### config.mk
export PLATFORM = sky130hd
export DESIGN_NAME = matrix_mult_seq_flat
export DESIGN_NICKNAME = d
export VERILOG_FILES = /design/src/rtl/matrix_mult_seq_pkg.sv /design/src/rtl/matrix_mult_seq_if.sv /design/src/rtl/matrix_mult_seq_mac_unit.sv /design/src/rtl/matrix_mult_seq.sv /design/src/flat_wrapper.sv
export SDC_FILE = /design/constraint.sdc
export NUM_CORES = 1
export LEC_CHECK = 0
export ABC_AREA = 1
export BUFFER_PORTS_ARGS = -buffer_cell sky130_fd_sc_hd__buf_4
export CAP_MARGIN = 30
export CORE_ASPECT_RATIO = 2
export CORE_MARGIN = 4
export CORE_UTILIZATION = 55
export CTS_CLUSTER_SIZE = 16
export DETAILED_ROUTE_END_ITERATION = 6
export PLACE_DENSITY = 0.76
export SLEW_MARGIN = 20
export SYNTH_ARGS = -nofsm -noshare
export SYNTH_HDL_FRONTEND = slang
export SYNTH_SLANG_ARGS = --single-unit
export TNS_END_PERCENT = 20
### constraint.sdc
create_clock -name clk -period 6.9 [get_ports clk]
set_input_delay 0.345 -clock clk [delete_from_list [all_inputs] [get_ports clk]]
set_output_delay 0.345 -clock clk [all_outputs]
set_load 0.02 [all_outputs]
### src/rtl/matrix_mult_seq_pkg.sv
// matrix_pkg: shared types and helpers for the matrix-compute blocks.
//   state_t   - sequencer states (IDLE, MAC, DONE)
//   IDX_W     - index counter width, sized for the largest legal N
//   CVT_W     - container width used by the shared conversion function
//   elem_off  - bit offset of element (r,c) in a row-major packed matrix
//   cvt       - accumulator to element conversion (truncate / saturate)
package matrix_pkg;

  typedef enum logic [1:0] {
    IDLE = 2'd0,
    MAC  = 2'd1,
    DONE = 2'd2
  } state_t;

  localparam int N_MAX = 8;
  localparam int IDX_W = $clog2(N_MAX);
  // Wide enough for any accumulator with DW up to 30 and N up to 8.
  localparam int CVT_W = 64;

  // Element (0,0) sits in the MSBs.
  function automatic int elem_off(input int r, input int c, input int n, input int dw);
    return (n*n - 1 - (r*n + c)) * dw;
  endfunction

  // Result is in the low dw bits.
  function automatic logic [CVT_W-1:0] cvt(input logic [CVT_W-1:0] acc, input int dw,
                                          input logic sat);
    logic [CVT_W-1:0] mask;
    mask = (CVT_W'(1) << dw) - CVT_W'(1);
    if (sat && ((acc >> dw) != '0)) return mask;
    return acc & mask;
  endfunction

endpackage

### src/rtl/matrix_mult_seq_if.sv
// Operand / result bundle for matrix_mult_seq.
//   start, sat, a, b : request side (driven by master)
//   res, busy, done  : response side (driven by slave)
interface matrix_mult_seq_if #(
  parameter int N  = 2,
  parameter int DW = 8
);
  logic              start;
  logic              sat;
  logic [N*N*DW-1:0] a;
  logic [N*N*DW-1:0] b;
  logic [N*N*DW-1:0] res;
  logic              busy;
  logic              done;

  modport master (output start, sat, a, b, input res, busy, done);
  modport slave  (input start, sat, a, b, output res, busy, done);
endinterface

### src/rtl/matrix_mult_seq_mac_unit.sv
// mac_unit: single shared multiply-accumulate for the matrix multiplier.
//   clk, rst  : clock, synchronous active-low reset
//   i_clr     : zero the accumulator (takes priority over i_acc)
//   i_acc     : load acc + i_a*i_b
//   i_sat     : conversion mode for o_y
//   i_a, i_b  : DW-bit unsigned operands
//   o_y       : converted value of acc + i_a*i_b (the sum about to be stored)
module mac_unit
  import matrix_pkg::*;
#(
  parameter int DW = 8,
  parameter int AW = 18
) (
  input  logic          clk,
  input  logic          rst,
  input  logic          i_clr,
  input  logic          i_acc,
  input  logic          i_sat,
  input  logic [DW-1:0] i_a,
  input  logic [DW-1:0] i_b,
  output logic [DW-1:0] o_y
);

  logic [AW-1:0] r_acc;
  logic [AW-1:0] w_acc_next;

  // Full-width product and sum: AW has room for N products of DW x DW.
  assign w_acc_next = r_acc + (AW'(i_a) * AW'(i_b));
  assign o_y        = DW'(cvt(CVT_W'(w_acc_next), DW, i_sat));

  always_ff @(posedge clk) begin
    if (!rst)       r_acc <= '0;
    else if (i_clr) r_acc <= '0;
    else if (i_acc) r_acc <= w_acc_next;
  end

endmodule

### src/rtl/matrix_mult_seq.sv
// matrix_mult_seq: sequential N x N unsigned matrix multiplier, C = A*B.
// One MAC per cycle, N^3 cycles from accept to done.
//   clk  : clock, rising edge
//   rst  : synchronous active-low reset
//   bus  : slave side of matrix_mult_seq_if (start/sat/a/b in, res/busy/done out)
module matrix_mult_seq
  import matrix_pkg::*;
#(
  parameter int N  = 2,
  parameter int DW = 8,
  parameter int AW = 2*DW + $clog2(N)
) (
  input  logic             clk,
  input  logic             rst,
  matrix_mult_seq_if.slave bus
);

  localparam int EW = N*N*DW;

  state_t           r_state;
  logic [IDX_W-1:0] r_i, r_j, r_k;
  logic [EW-1:0]    r_a, r_b, r_wbuf, r_res;
  logic             r_sat, r_done;

  logic             w_accept, w_mac, w_klast, w_jlast, w_ilast;
  logic [DW-1:0]    w_ea, w_eb, w_y;
  logic [EW-1:0]    w_wbuf_next;

  assign w_accept = (r_state == IDLE) && bus.start;
  assign w_mac    = (r_state == MAC);
  assign w_klast  = (r_k == IDX_W'(N-1));
  assign w_jlast  = (r_j == IDX_W'(N-1));
  assign w_ilast  = (r_i == IDX_W'(N-1));

  assign w_ea = r_a[elem_off(int'(r_i), int'(r_k), N, DW) +: DW];
  assign w_eb = r_b[elem_off(int'(r_k), int'(r_j), N, DW) +: DW];

  // Accumulator restarts on accept and after each finished dot product.
  mac_unit #(.DW(DW), .AW(AW)) u_mac (
    .clk   (clk),
    .rst   (rst),
    .i_clr (w_accept || (w_mac && w_klast)),
    .i_acc (w_mac),
    .i_sat (r_sat),
    .i_a   (w_ea),
    .i_b   (w_eb),
    .o_y   (w_y)
  );

  // Working buffer with the current element merged in; used both for the
  // per-element write and for the final copy into res.
  always_comb begin
    w_wbuf_next = r_wbuf;
    w_wbuf_next[elem_off(int'(r_i), int'(r_j), N, DW) +: DW] = w_y;
  end

  always_ff @(posedge clk) begin
    if (!rst) begin
      r_state <= IDLE;
      r_i     <= '0;
      r_j     <= '0;
      r_k     <= '0;
      r_a     <= '0;
      r_b     <= '0;
      r_sat   <= 1'b0;
      r_wbuf  <= '0;
      r_res   <= '0;
      r_done  <= 1'b0;
    end else begin
      case (r_state)
        IDLE: if (bus.start) begin
          r_a     <= bus.a;
          r_b     <= bus.b;
          r_sat   <= bus.sat;
          r_i     <= '0;
          r_j     <= '0;
          r_k     <= '0;
          r_state <= MAC;
        end
        MAC: begin
          if (!w_klast) begin
            r_k <= r_k + IDX_W'(1);
          end else begin
            r_k    <= '0;
            r_wbuf <= w_wbuf_next;
            if (!w_jlast) begin
              r_j <= r_j + IDX_W'(1);
            end else begin
              r_j <= '0;
              if (!w_ilast) begin
                r_i <= r_i + IDX_W'(1);
              end else begin
                r_i     <= '0;
                r_res   <= w_wbuf_next;
                r_done  <= 1'b1;
                r_state <= DONE;
              end
            end
          end
        end
        DONE: begin
          r_done  <= 1'b0;
          r_state <= IDLE;
        end
        default: r_state <= IDLE;
      endcase
    end
  end

  assign bus.res  = r_res;
  assign bus.busy = (r_state != IDLE);
  assign bus.done = r_done;

endmodule

### src/flat_wrapper.sv
// flat-port wrapper written by rule: the top's interface ports become plain ports
module matrix_mult_seq_flat import matrix_pkg::*;
#(
  parameter int N  = 2,
  parameter int DW = 8,
  parameter int AW = 2*DW + $clog2(N)
)
  (clk, rst, bus_start, bus_sat, bus_a, bus_b, bus_res, bus_busy, bus_done);
  matrix_mult_seq_if #(.N(N), .DW(DW)) bus_i ();
  input  logic clk;
  input  logic rst;
  input wire logic [$bits(bus_i.start)-1:0] bus_start;
  input wire logic [$bits(bus_i.sat)-1:0] bus_sat;
  input wire logic [$bits(bus_i.a)-1:0] bus_a;
  input wire logic [$bits(bus_i.b)-1:0] bus_b;
  output wire logic [$bits(bus_i.res)-1:0] bus_res;
  output wire logic [$bits(bus_i.busy)-1:0] bus_busy;
  output wire logic [$bits(bus_i.done)-1:0] bus_done;
  assign bus_i.start = bus_start;
  assign bus_i.sat = bus_sat;
  assign bus_i.a = bus_a;
  assign bus_i.b = bus_b;
  assign bus_res = bus_i.res;
  assign bus_busy = bus_i.busy;
  assign bus_done = bus_i.done;
  matrix_mult_seq #(.N(N), .DW(DW), .AW(AW)) u_core (.clk(clk), .rst(rst), .bus(bus_i));
endmodule
==> impl_results.md <==
* Status: completed
* Synth Warn # at 0
* Total die area at 0.0204 mm2
* Layout cell share with drive strength beyond 1 at 13.0%
* Detail Placement HPWL at 21400 um
* Vertical die dimension at between 150 and 200 um
* Post-CTS Setup Bufs at 0
* Vias in the first global route at 9175
* FFs w/ async S/R, synth at 0%
* Hold crit path type: input port to flip-flop
* Reg-to-Reg End: u_core.bus.res[15]$_SDFFE_PN0P_
* Worst Setup Path Type: flip-flop to flip-flop
* Antenna violations before repair at 0
* Residual overflow from global routing at 0
* Number of diodes at 0
* GR Util All Layers at between 20% and 30%
* CP most frequent cell: sky130_fd_sc_hd__nand2_1
* Starting Density at ~56%
* Placed cell areas at 0.0108 mm2
* Top-level port count at about 100
* Worst slew pin tran at 0.831 ns
* Launching element type of the critical path: flip-flop
* Clock tree from TritonCTS: done
* Post-layout power at 2.89 mW
* PwrDens at 251 mW/mm2
* Top_reg_cell synth: sky130_fd_sc_hd__dfxtp_1
* H-tree depth at 4
* Total core area at 0.0178 mm2
* Setup-failing EPs final at 0
* Portion of the post-synthesis area used by sequential elements at 31.8%
* Origin of the worst setup path: u_core.r_j[1]$_SDFFE_PN0P_
* # clock sinks at 158
* F_max at 154 MHz
* Most common cell after layout, fill and taps aside: sky130_fd_sc_hd__nor2_1
* Post-synth top area share at 31.8%
* Worst skew pair latency at 0.43 ns
* Post-placement worst setup slack at around 0.25 ns
* Crit path arrival time at 6.81 ns
* Cell type of the slowest stage on the worst timing path: sky130_fd_sc_hd__fa_1
* Detailed-route DRC error count at 0
* Worst Setup Slack, final at 0.427 ns
* Post-cts hold buffer count at 0
* Net count of the finished layout at 1680
* Die outline width at just over 100 um
* Global-route wire length before repair at 44800 um
* Syn_area_per_cell at 6.92 um2
* Net count after synthesis at between 1500 and 2000
* Routed WL at 27800 um
* 1st-iter DRT viols at 557
* Clock Pin Slew Worst Setup and Hold Paths at 0.07 ns
* Maximum count of clock buffers along a single path at 2
* Per-cell routed wire length at 16.0 um
* Top cells by area in the synthesized netlist: sky130_fd_sc_hd__dfxtp_1 (32%), sky130_fd_sc_hd__nor2_1 (13%), sky130_fd_sc_hd__fa_1 (11%), sky130_fd_sc_hd__inv_1 (8.4%), sky130_fd_sc_hd__nand2_1 (7.5%)
* Max-capacitance violation count at 0
* Library cell used as clock root buffer: sky130_fd_sc_hd__clkbuf_16
* Max rail drop VDD at 0.000239 V
* Most frequent cells in the layout: sky130_fd_sc_hd__nor2_1 (349), sky130_fd_sc_hd__inv_1 (221), sky130_fd_sc_hd__nand2_1 (198)
* Maximum number of pins on one net before global-route repair at 97
* Routed vias at 9329
* Peak fanout along the critical path at 14
* Number of hold violations in the final report at 0
* Time the final worst path needs with I/O delays and setup at 6.47 ns
* Post-Syn Area at 0.00995 mm2
* Cell taking the most area after synthesis: sky130_fd_sc_hd__dfxtp_1
* Number of optimization iterations in the first detailed-route pass at 5
* Critical path capture point type: flip-flop
* Growth of design area from synthesis to finish at 15.9%
* Delay of the slowest critical-path stage at ~0.54 ns
* EDFF count, synth at 0
* Synth Register Bits at 158
* Data required time of the critical path at 7.24 ns
* Final ANT Viol Nets at 0
* TritonCTS Buffers at 17
* Standby leakage power at 5.68 nW
* Number of cells produced by synthesis at 1438
* Slack of the worst reg-to-reg path at between 0.4 and 0.5 ns
* Number of cells on the worst reg-to-reg path at 30
* Post-DR vias/cell at approximately 5.4
* Slew headroom at ~45%
* Row cnt at between 60 and 70
* Worst Skew at 0.0101 ns
* Fin. max-slew vios at 0
* Number of buffers inserted by port buffering at 101
* Routability Congestion at between 0.9 and 1
* Distinct cell type count of the synthesized netlist at 44
* Endpoint of the most critical setup path: u_core.bus.res[15]$_SDFFE_PN0P_
* Final std cell area, no fill at 0.0115 mm2
* Reg2Reg Launch Point: u_core.r_j[1]$_SDFFE_PN0P_
* Final worst-path cycle share at 93.8%
[cell type report]
class	count	area (um2)
fillers	1620	6250
multi-input cells	993	5730
flip-flops and latches	158	3160
repair buffers	115	876
inverters	229	870
clock buffers	19	453
well taps	213	267
clock inverters	13	180
[kinds of logic after synthesis]
family,synth area share (%)
AO/OA/AOI/OAI,11.7
XOR/XNOR,0.867
adder cells (fa/ha/maj),16.3
buffers and inverters,11.3
flip-flops,31.8
AND/OR/NAND/NOR,28.1
[repair_timing]
action,CTS,global route
gates resized for setup,0,13
endpoints found under the setup margin,0,57
hold endpoints to repair,0,0
[layer usage]
| layer | vias to the layer above | global-route usage [%] | routed length, um |
|---|---|---|---|
| met5 | - | 0 | 0 |
| met4 | 0 | 17.0 | 1800 |
| met3 | 103 | 4.34 | 1100 |
| met2 | 283 | 52.4 | 15200 |
| met1 | 4318 | 28.8 | 9680 |
| li1 | 4625 | - | - |
[worst min-delay path by stage]
stage,startpoint,end,slack (ns),cells past startpoint
after global placement,u_core.u_mac.r_acc[0]$_SDFFE_PP0P_,u_core.u_mac.r_acc[0]$_SDFFE_PP0P_,0.46,2
after floorplan,u_core.u_mac.r_acc[2]$_SDFFE_PP0P_,u_core.u_mac.r_acc[2]$_SDFFE_PP0P_,0.44,2
final,bus_a[21],u_core.r_a[21]$_SDFFE_PN0P_,0.16,3
after global routing,bus_a[22],u_core.r_a[22]$_SDFFE_PN0P_,0.17,3
after detailed placement,u_core.u_mac.r_acc[0]$_SDFFE_PP0P_,u_core.u_mac.r_acc[0]$_SDFFE_PP0P_,0.47,2
after CTS,bus_a[21],u_core.r_a[21]$_SDFFE_PN0P_,0.15,3
[flip-flops by register name (all words and copies together) (netlist names)]
signal and count:
u_core.bus.done 1, u_core.bus.res 32, u_core.r_a 32, u_core.r_b 32
u_core.r_i 3, u_core.r_j 3, u_core.r_k 3, u_core.r_sat 1
u_core.r_state 2, u_core.r_wbuf 32, u_core.u_mac.r_acc 17
[Yosys cell counts (all sizes together) (14+ instances only)]
library cell  instances
ha                   45
nor2                353
inv                 227
o21ai               141
dfxtp               158
nand2               208
fa                   53
clkbuf               35
a31oi                14
buf                  23
nand3                90
a21oi                52
[power by group]
group	switching (mW)	internal [mW]	total (mW)	leakage, nW
sequential	0.0264	0.961	0.987	1.29
clock	0.408	0.598	1.01	0.313
combinational	0.600	0.301	0.901	4.07
total	1.03	1.86	2.89	5.67
[per-stage QoR]
step / setup TNS (ns) / hold WS [ns] / cells / util [%]
4_1_cts: 0 / 0.155 / 1740 / 64.5
6_report: 0 / 0.161 / 1740 / 64.9
3_3_place_gp: 0 / 0.456 / 1707 / 60.9
2_1_floorplan: 0 / 0.441 / 1438 / -
5_1_grt: -0.00244 / 0.172 / 1740 / 64.9
3_5_place_dp: 0 / 0.465 / 1708 / 61.0
[critical path, delay by kind of cell (launching register included)]
family          cells  cell delay [ns]
flops               1             0.41
compound gates      1             0.33
xor+xnor            1             0.18
simple gates       16             2.11
fa+ha+maj           7             2.92
buf+inv             5             0.40
Note: power is estimated with default switching activity, not from simulation.
